`src/rtl/pipe_ctrl_pkg.sv`:
```
// Shared types for the pipeline issue controller: instruction field positions,
// the buffered command payload, and the issue FSM states.
package pipe_ctrl_pkg;

   localparam int unsigned INSTR_W = 32;
   localparam int unsigned WDATA_W = 16;
   localparam int unsigned REG_AW  = 5;
   localparam int unsigned ALU_W   = 4;
   localparam int unsigned MADDR_W = 8;
   localparam int unsigned PERF_W  = 16;

   localparam int unsigned ALU_SEL_LSB  = 28;
   localparam int unsigned RD_LSB       = 23;
   localparam int unsigned RS1_LSB      = 18;
   localparam int unsigned RS2_LSB      = 13;
   localparam int unsigned REG_WE_BIT   = 12;
   localparam int unsigned MEM_WE_BIT   = 11;
   localparam int unsigned MEM_RE_BIT   = 10;
   localparam int unsigned WB_SEL_BIT   = 9;
   localparam int unsigned MEM_ADDR_LSB = 1;
   localparam int unsigned RSVD_BIT     = 0;

   typedef struct packed {
      logic [ALU_W-1:0]   alu_sel;
      logic [REG_AW-1:0]  rd;
      logic [REG_AW-1:0]  rs1;
      logic [REG_AW-1:0]  rs2;
      logic               reg_we;
      logic               mem_we;
      logic               mem_re;
      logic               wb_sel;
      logic [MADDR_W-1:0] mem_addr;
      logic [WDATA_W-1:0] wdata;
   } cmd_t;

   typedef enum logic [1:0] {IDLE, RUN, STALL, DRAIN} state_t;

   // Reserved bit 0 is not part of the command, so it is not passed in.
   function automatic cmd_t decode_cmd(input logic [INSTR_W-1:1] instr,
                                       input logic [WDATA_W-1:0] wdata);
      cmd_t c;
      c.alu_sel  = instr[ALU_SEL_LSB +: ALU_W];
      c.rd       = instr[RD_LSB +: REG_AW];
      c.rs1      = instr[RS1_LSB +: REG_AW];
      c.rs2      = instr[RS2_LSB +: REG_AW];
      c.reg_we   = instr[REG_WE_BIT];
      c.mem_we   = instr[MEM_WE_BIT];
      c.mem_re   = instr[MEM_RE_BIT];
      c.wb_sel   = instr[WB_SEL_BIT];
      c.mem_addr = instr[MEM_ADDR_LSB +: MADDR_W];
      c.wdata    = wdata;
      return c;
   endfunction

endpackage

```
`src/rtl/issue_fifo.sv`:
```
// Command FIFO for the issue controller; clear empties it in one edge and
// takes priority over push/pop.
module issue_fifo import pipe_ctrl_pkg::*; #(
   parameter int unsigned DEPTH = 4
) (
   input  logic phi1_clk,
   input  logic main_rst,
   input  logic clear,
   input  logic push,
   input  logic pop,
   input  cmd_t wr_data,
   output cmd_t rd_data,
   output logic full,
   output logic empty,
   output logic last
);

   localparam int unsigned AW = (DEPTH > 1) ? $clog2(DEPTH) : 1;

   cmd_t            mem [DEPTH];
   logic [AW-1:0]   wr_ptr;
   logic [AW-1:0]   rd_ptr;
   logic [AW:0]     count;
   logic            do_push;
   logic            do_pop;

   assign full    = (count == (AW+1)'(DEPTH));
   assign empty   = (count == '0);
   assign last    = (count == (AW+1)'(1));
   assign do_push = push && !full && !clear;
   assign do_pop  = pop && !empty && !clear;
   assign rd_data = mem[rd_ptr];

   // Pointers wrap naturally because DEPTH is a power of two.
   always_ff @(posedge phi1_clk or posedge main_rst) begin
      if (main_rst) begin
         wr_ptr <= '0;
         rd_ptr <= '0;
         count  <= '0;
      end else if (clear) begin
         wr_ptr <= '0;
         rd_ptr <= '0;
         count  <= '0;
      end else begin
         if (do_push) wr_ptr <= wr_ptr + AW'(1);
         if (do_pop)  rd_ptr <= rd_ptr + AW'(1);
         if (do_push && !do_pop)      count <= count + (AW+1)'(1);
         else if (do_pop && !do_push) count <= count - (AW+1)'(1);
      end
   end

   always_ff @(posedge phi1_clk) begin
      if (do_push) mem[wr_ptr] <= wr_data;
   end

endmodule

```
`src/rtl/pipe_issue_ctrl.sv`:
```
// Issue controller for the RF/EX/MEM/WB datapath: FIFO-buffered commands,
// RAW scoreboard with bubbles, flush/drain. PIPE_ISSUE_PERF_EN adds counters.
module pipe_issue_ctrl import pipe_ctrl_pkg::*; #(
   parameter int unsigned FIFO_DEPTH = 4,
   parameter int unsigned WB_LAT     = 3
) (
   input  logic               phi1_clk,
   input  logic               main_rst,
   input  logic               in_valid,
   output logic               in_ready,
   input  logic [INSTR_W-1:0] in_instr,
   input  logic [WDATA_W-1:0] in_wdata,
   input  logic               flush,
   output logic [REG_AW-1:0]  dp_rs1_addr,
   output logic [REG_AW-1:0]  dp_rs2_addr,
   output logic [REG_AW-1:0]  dp_rd_addr,
   output logic               dp_reg_we,
   output logic [ALU_W-1:0]   dp_alu_sel,
   output logic [MADDR_W-1:0] dp_mem_addr,
   output logic               dp_mem_we,
   output logic               dp_mem_re,
   output logic [WDATA_W-1:0] dp_mem_wdata,
   output logic               dp_wb_sel,
   output logic               busy,
`ifdef PIPE_ISSUE_PERF_EN
   output logic [PERF_W-1:0]  perf_issue_cnt,
   output logic [PERF_W-1:0]  perf_stall_cnt,
`endif
   output logic               stall
);

   cmd_t              in_cmd;
   cmd_t              head;
   logic              fifo_full;
   logic              fifo_empty;
   logic              fifo_last;
   logic              push;
   logic              issue;
   logic              hazard;
   logic              sb_drain_busy;
   logic              rsvd_unused;
   state_t            state;
   logic [WB_LAT-1:0] sb_v;
   logic [REG_AW-1:0] sb_rd [WB_LAT];

   assign rsvd_unused = in_instr[RSVD_BIT];
   assign in_cmd      = decode_cmd(in_instr[INSTR_W-1:1], in_wdata);
   assign in_ready    = !fifo_full && !flush && (state != DRAIN);
   assign push        = in_valid && in_ready;
   assign issue       = !fifo_empty && !hazard && !flush && (state != DRAIN);
   assign busy        = !fifo_empty || (|sb_v) || (state != IDLE);
   // Scoreboard occupancy after this edge's shift, given a bubble enters.
   assign sb_drain_busy = |(sb_v << 1);

   issue_fifo #(.DEPTH(FIFO_DEPTH)) u_fifo (
      .phi1_clk (phi1_clk),
      .main_rst (main_rst),
      .clear    (flush),
      .push     (push),
      .pop      (issue),
      .wr_data  (in_cmd),
      .rd_data  (head),
      .full     (fifo_full),
      .empty    (fifo_empty),
      .last     (fifo_last)
   );

   // Both sources are always compared, whether or not the op reads them.
   always_comb begin
      hazard = 1'b0;
      for (int i = 0; i < int'(WB_LAT); i++) begin
         if (sb_v[i] && ((sb_rd[i] == head.rs1) || (sb_rd[i] == head.rs2))) hazard = 1'b1;
      end
   end

   always_ff @(posedge phi1_clk or posedge main_rst) begin
      if (main_rst) begin
         sb_v <= '0;
         for (int i = 0; i < int'(WB_LAT); i++) sb_rd[i] <= '0;
      end else begin
         sb_v[0]  <= issue && head.reg_we;
         sb_rd[0] <= head.rd;
         for (int i = 1; i < int'(WB_LAT); i++) begin
            sb_v[i]  <= sb_v[i-1];
            sb_rd[i] <= sb_rd[i-1];
         end
      end
   end

   always_ff @(posedge phi1_clk or posedge main_rst) begin
      if (main_rst) begin
         state <= IDLE;
         stall <= 1'b0;
      end else begin
         stall <= 1'b0;
         if (flush) begin
            state <= DRAIN;
         end else begin
            case (state)
               DRAIN: begin
                  if (!sb_drain_busy) state <= IDLE;
               end
               default: begin
                  if (fifo_empty) begin
                     state <= push ? RUN : IDLE;
                  end else if (hazard) begin
                     state <= STALL;
                     stall <= 1'b1;
                  end else if (fifo_last && !push) begin
                     state <= IDLE;
                  end else begin
                     state <= RUN;
                  end
               end
            endcase
         end
      end
   end

   // Bubbles clear only the enables; addresses and data hold.
   always_ff @(posedge phi1_clk or posedge main_rst) begin
      if (main_rst) begin
         dp_rs1_addr  <= '0;
         dp_rs2_addr  <= '0;
         dp_rd_addr   <= '0;
         dp_reg_we    <= 1'b0;
         dp_alu_sel   <= '0;
         dp_mem_addr  <= '0;
         dp_mem_we    <= 1'b0;
         dp_mem_re    <= 1'b0;
         dp_mem_wdata <= '0;
         dp_wb_sel    <= 1'b0;
      end else begin
         dp_reg_we <= 1'b0;
         dp_mem_we <= 1'b0;
         dp_mem_re <= 1'b0;
         if (issue) begin
            dp_rs1_addr  <= head.rs1;
            dp_rs2_addr  <= head.rs2;
            dp_rd_addr   <= head.rd;
            dp_reg_we    <= head.reg_we;
            dp_alu_sel   <= head.alu_sel;
            dp_mem_addr  <= head.mem_addr;
            dp_mem_we    <= head.mem_we;
            dp_mem_re    <= head.mem_re;
            dp_mem_wdata <= head.wdata;
            dp_wb_sel    <= head.wb_sel;
         end
      end
   end

`ifdef PIPE_ISSUE_PERF_EN
   always_ff @(posedge phi1_clk or posedge main_rst) begin
      if (main_rst) begin
         perf_issue_cnt <= '0;
         perf_stall_cnt <= '0;
      end else begin
         if (issue && (perf_issue_cnt != '1)) perf_issue_cnt <= perf_issue_cnt + PERF_W'(1);
         if ((state == STALL) && (perf_stall_cnt != '1)) perf_stall_cnt <= perf_stall_cnt + PERF_W'(1);
      end
   end
`endif

endmodule

```
`config.mk`:
```
export PLATFORM = sky130hd
export DESIGN_NAME = pipe_issue_ctrl
export DESIGN_NICKNAME = d
export VERILOG_FILES = /design/src/rtl/pipe_ctrl_pkg.sv /design/src/rtl/issue_fifo.sv /design/src/rtl/pipe_issue_ctrl.sv
export SDC_FILE = /design/constraint.sdc
export NUM_CORES = 1
export LEC_CHECK = 0
export ABC_AREA = 1
export ABC_CLOCK_PERIOD_IN_PS = 4900
export CAP_MARGIN = 20
export CELL_PAD_IN_SITES_DETAIL_PLACEMENT = 1
export CELL_PAD_IN_SITES_GLOBAL_PLACEMENT = 1
export CORE_MARGIN = 3
export CORE_UTILIZATION = 30
export DETAILED_ROUTE_END_ITERATION = 10
export PLACE_DENSITY = 0.53
export SKIP_LAST_GASP = 1
export SYNTH_ARGS = -nofsm -noshare
export SYNTH_HDL_FRONTEND = slang
export SYNTH_SLANG_ARGS = --single-unit
```
`constraint.sdc`:
```
create_clock -name phi1_clk -period 4.9 [get_ports phi1_clk]
set_input_delay 0.98 -clock phi1_clk [delete_from_list [all_inputs] [get_ports phi1_clk]]
set_output_delay 0.98 -clock phi1_clk [all_outputs]
set_load 0.01 [all_outputs]
```
==> results.py <==
metrics = {
    "clock_network": {
        "cts_resized": 0,
        "cts_tree": "built",
        "cts_buffers": 30,
        "cts_max_level": 1,
        "path_clk_slew_ps": 60,
        "cts.hold.buffers_added": 0,
        "clkSinkCount": 262,
        "cts-root-buf": "clkbuf_16",
        "cts_max_path_buffers": 3,
        "clk_latency_ps": 550,
        "postCtsSetupBuffers": 0,
    },
    "sta": {
        "max_freq_mhz": 276,
        "setup_viol": 0,
        "worst_slack_ps": 1280,
        "fin_skew_ps": 23.6,
        "finalMaxSlewViolations": 0,
        "slew-limit-headroom_pct": 49.9,
        "tightest_slew_ps": 752,
        "hold_violations": 0,
        "min_period_ps": 3620,
        "setup-tns-final_ps": 0,
        "rsz0062_at_grt": "false",
        "fin_crit_sh_pct": 73.8,
    },
    "power_and_ir_drop": {
        "power.density_nw_per_um2": 555,
        "clkPwrFrac_pct": 32.3,
        "p_leak_nw": 4.99,
        "comb_power_share_pct": 26.2,
        "intPower_mw": 4.97,
        "power_frac_seq_pct": 41.5,
        "p_sw_share_pct": 31.0,
        "p_switching_mw": 2.23,
        "peakVddDrop_mv": 0.269,
    },
    "logic_synthesis": {
        "yosys.area.top_type": "edfxtp_1",
        "syn_avg_cell_area_um2": 12.3,
        "syn_nets": 906,
        "ys_seq_area_share_pct": 71.9,
        "yosysUniqueCellTypes": 31,
        "ys_seq_elements": 262,
        "synth_warnings": 0,
        "yosys.area.top_type_share_pct": 54.2,
        "ys_top_cells_by_area": "edfxtp_1 (54%), dfrtp_1 (18%), nand2_1 (9.3%)",
        "netlist_instances": 846,
        "synth_area_um2": 10400,
    },
    "detailed_routing": {
        "firstDrtPassIters": 4,
        "drt-initial-drc-count": 312,
        "wire_per_inst_um": 17.7,
        "postRouteAntennaNets": 0,
        "drc": 0,
        "vias": 6544,
        "via_per_inst": 4.61,
        "wl_mm": 25.2,
    },
    "grt": {
        "overflow": 0,
        "antenna_found_initial": 4,
        "grt_pass1_wl_mm": 40.2,
        "grtUsageTotal_pct": 13.9,
        "grt_pass1_vias": 7009,
        "grt_max_degree": 62,
    },
    "cells_and_area": {
        "stdcell_area_um2": 13000,
        "instances_no_fill": 1421,
        "syn_to_final_growth_pct": 24.5,
        "drive_above_1_share_pct": 9.66,
        "nNetsFinal": 1009,
        "n_antenna_cell": 0,
    },
    "die": {
        "row_count": 67,
        "core_area_um2": 33900,
        "dieWidth_um": 192,
        "num_io_pins": 102,
        "die_h_um": 192,
        "die_area_um2": 37000,
        "start_util_pct": 30.8,
    },
    "setup_path": {
        "crit_type": "flop to flop",
        "critPathCaptureType": "flop",
        "cp_max_fo": 61,
        "rrSetupSlack_ps": 1280,
        "required_ps": 5330,
        "cp-start-kind": "flop",
        "crit_arrival_ps": 4050,
    },
    "place": {
        "dp_cells": 1365,
        "placed_area_um2": 11900,
        "preCtsSetupSlack_ps": 1190,
        "hpwl_mm": 15.4,
        "gp_congestion": 0.744,
        "numPortBuffers": 100,
    },
    "hold_path": {
        "hold_class": "flop to flop",
    },
    "run_status": {
        "status": "finished clean",
    },
    "run": {
        "maxCapViolations": 0,
    },
}
state kept, by name, indices dropped and copies added (netlist names):
| signal | count |
|---|---|
| stall | 1 |
| dp_wb_sel | 1 |
| dp_rs2_addr | 5 |
| sb_v | 3 |
| dp_rd_addr | 5 |
| sb_rd | 15 |
| dp_alu_sel | 4 |
| dp_rs1_addr | 5 |
| u_fifo.wr_ptr | 2 |
| state | 2 |
| u_fifo.rd_ptr | 2 |
| dp_mem_addr | 8 |
| dp_mem_wdata | 16 |
| u_fifo.mem | 188 |
| dp_mem_we | 1 |
| u_fifo.count | 3 |
| dp_mem_re | 1 |
cell usage after synthesis, drive strengths merged:
cell type  number
nand2         264
clkbuf         22
xnor2           2
nand4           2
dfrtp          74
a32o           29
xor2           10
inv            35
o21ai          56
nor3            1
edfxtp        188
o22ai           6
buf            20
ha              8
a21boi          1
a21oi          41
nor2           35
nand3          47
o211ai          1
a211oi          1
a221oi          3
routing by layer:
| metal | share of wire (%) | track usage [%] | wire (um) |
|---|---|---|---|
| met5 | 0.19 | 0 | 49 |
| met1 | 46 | 18.7 | 11500 |
| met2 | 48 | 23.3 | 12000 |
| met3 | 4.6 | 3.05 | 1160 |
| met4 | 1.9 | 2.66 | 478 |
path summary, 6_finish.rpt:
kind,start,to,cells after the start
worst max-delay path,u_fifo.rd_ptr[0],u_fifo.rd_ptr[0],16
worst min-delay path,sb_rd[6],sb_rd[1],0
worst max register to register,u_fifo.rd_ptr[0],u_fifo.rd_ptr[0],16
worst min register to register,sb_rd[6],sb_rd[1],0
max in group asynchronous,main_rst,dp_rs2_addr[0],3
min in group asynchronous,main_rst,dp_mem_we,2
through the flow:
stage,utilization (%),hold slack [ps],power [mW]
6_report,38.3,399,7.20
4_1_cts,38.3,402,7.34
5_1_grt,38.3,419,7.69
2_1_floorplan,-,374,4.16
3_3_place_gp,35.2,380,4.94
3_5_place_dp,35.2,388,4.97
worst max-delay path, stage by stage (launching register included):
cell     delay [ps]
dfrtp_4         920
inv_4           350
nand2_1         160
nand3_1         150
nand2_1         190
nand2_1          70
nand2_1          70
nand2_1          60
nor2_1           90
nand2_1          50
nand2_1         100
nand2_1         110
nand4_4         310
buf_4           540
o21ai_0         170
nand2_1         110
inv_1            40
cell type report:
class,count,area [um2]
multi-input combinational,507,2590
sequential,262,7500
clock buffer,37,787
inverter,35,135
clock inverter,19,253
fill,3614,20900
timing repair buffer,113,1150
tap,448,561
power by group through the flow:
stage	registers (mW)	clock network, mW	logic (mW)
after CTS	3.00	2.40	1.95
final	2.99	2.33	1.89
after global routing	3.04	2.49	2.16
after floorplan	2.98	0	1.18
after global placement	3.03	0	1.91
after detailed placement	3.04	0	1.94
kinds of logic (layout without fill, tap and decap cells):
kind of cell / Yosys count / after routing / synth area share, %
simple gates: 349 / 349 / 13.8
buf+inv: 77 / 204 / 3.48
flops: 262 / 262 / 71.9
xor+xnor: 12 / 12 / 1.01
fa+ha+maj: 8 / 8 / 0.960
compound gates: 138 / 138 / 8.78
cells in the final DEF (no fill, tap or decap), types with 2 or more instances in the layout:
master and count:
xnor2_1 2, clkdlybuf4s50_1 100, a32o_1 29, inv_1 31, nor2_1 31, clkbuf_16 30
nand2_2 7, buf_4 9, edfxtp_1 188, xor2_1 10, a21oi_1 41, nand3_2 7
clkinv_2 7, buf_12 4, bufinv_16 6, clkbuf_1 6, dfrtp_1 73, o21ai_2 9
o21ai_1 12, nand2_1 257, o21ai_0 35, nor2_4 4, inv_2 2, clkinv_1 5
a221oi_2 3, o22ai_1 6, ha_1 8, nand3_1 40
Power figures use the tool's default switching activity.
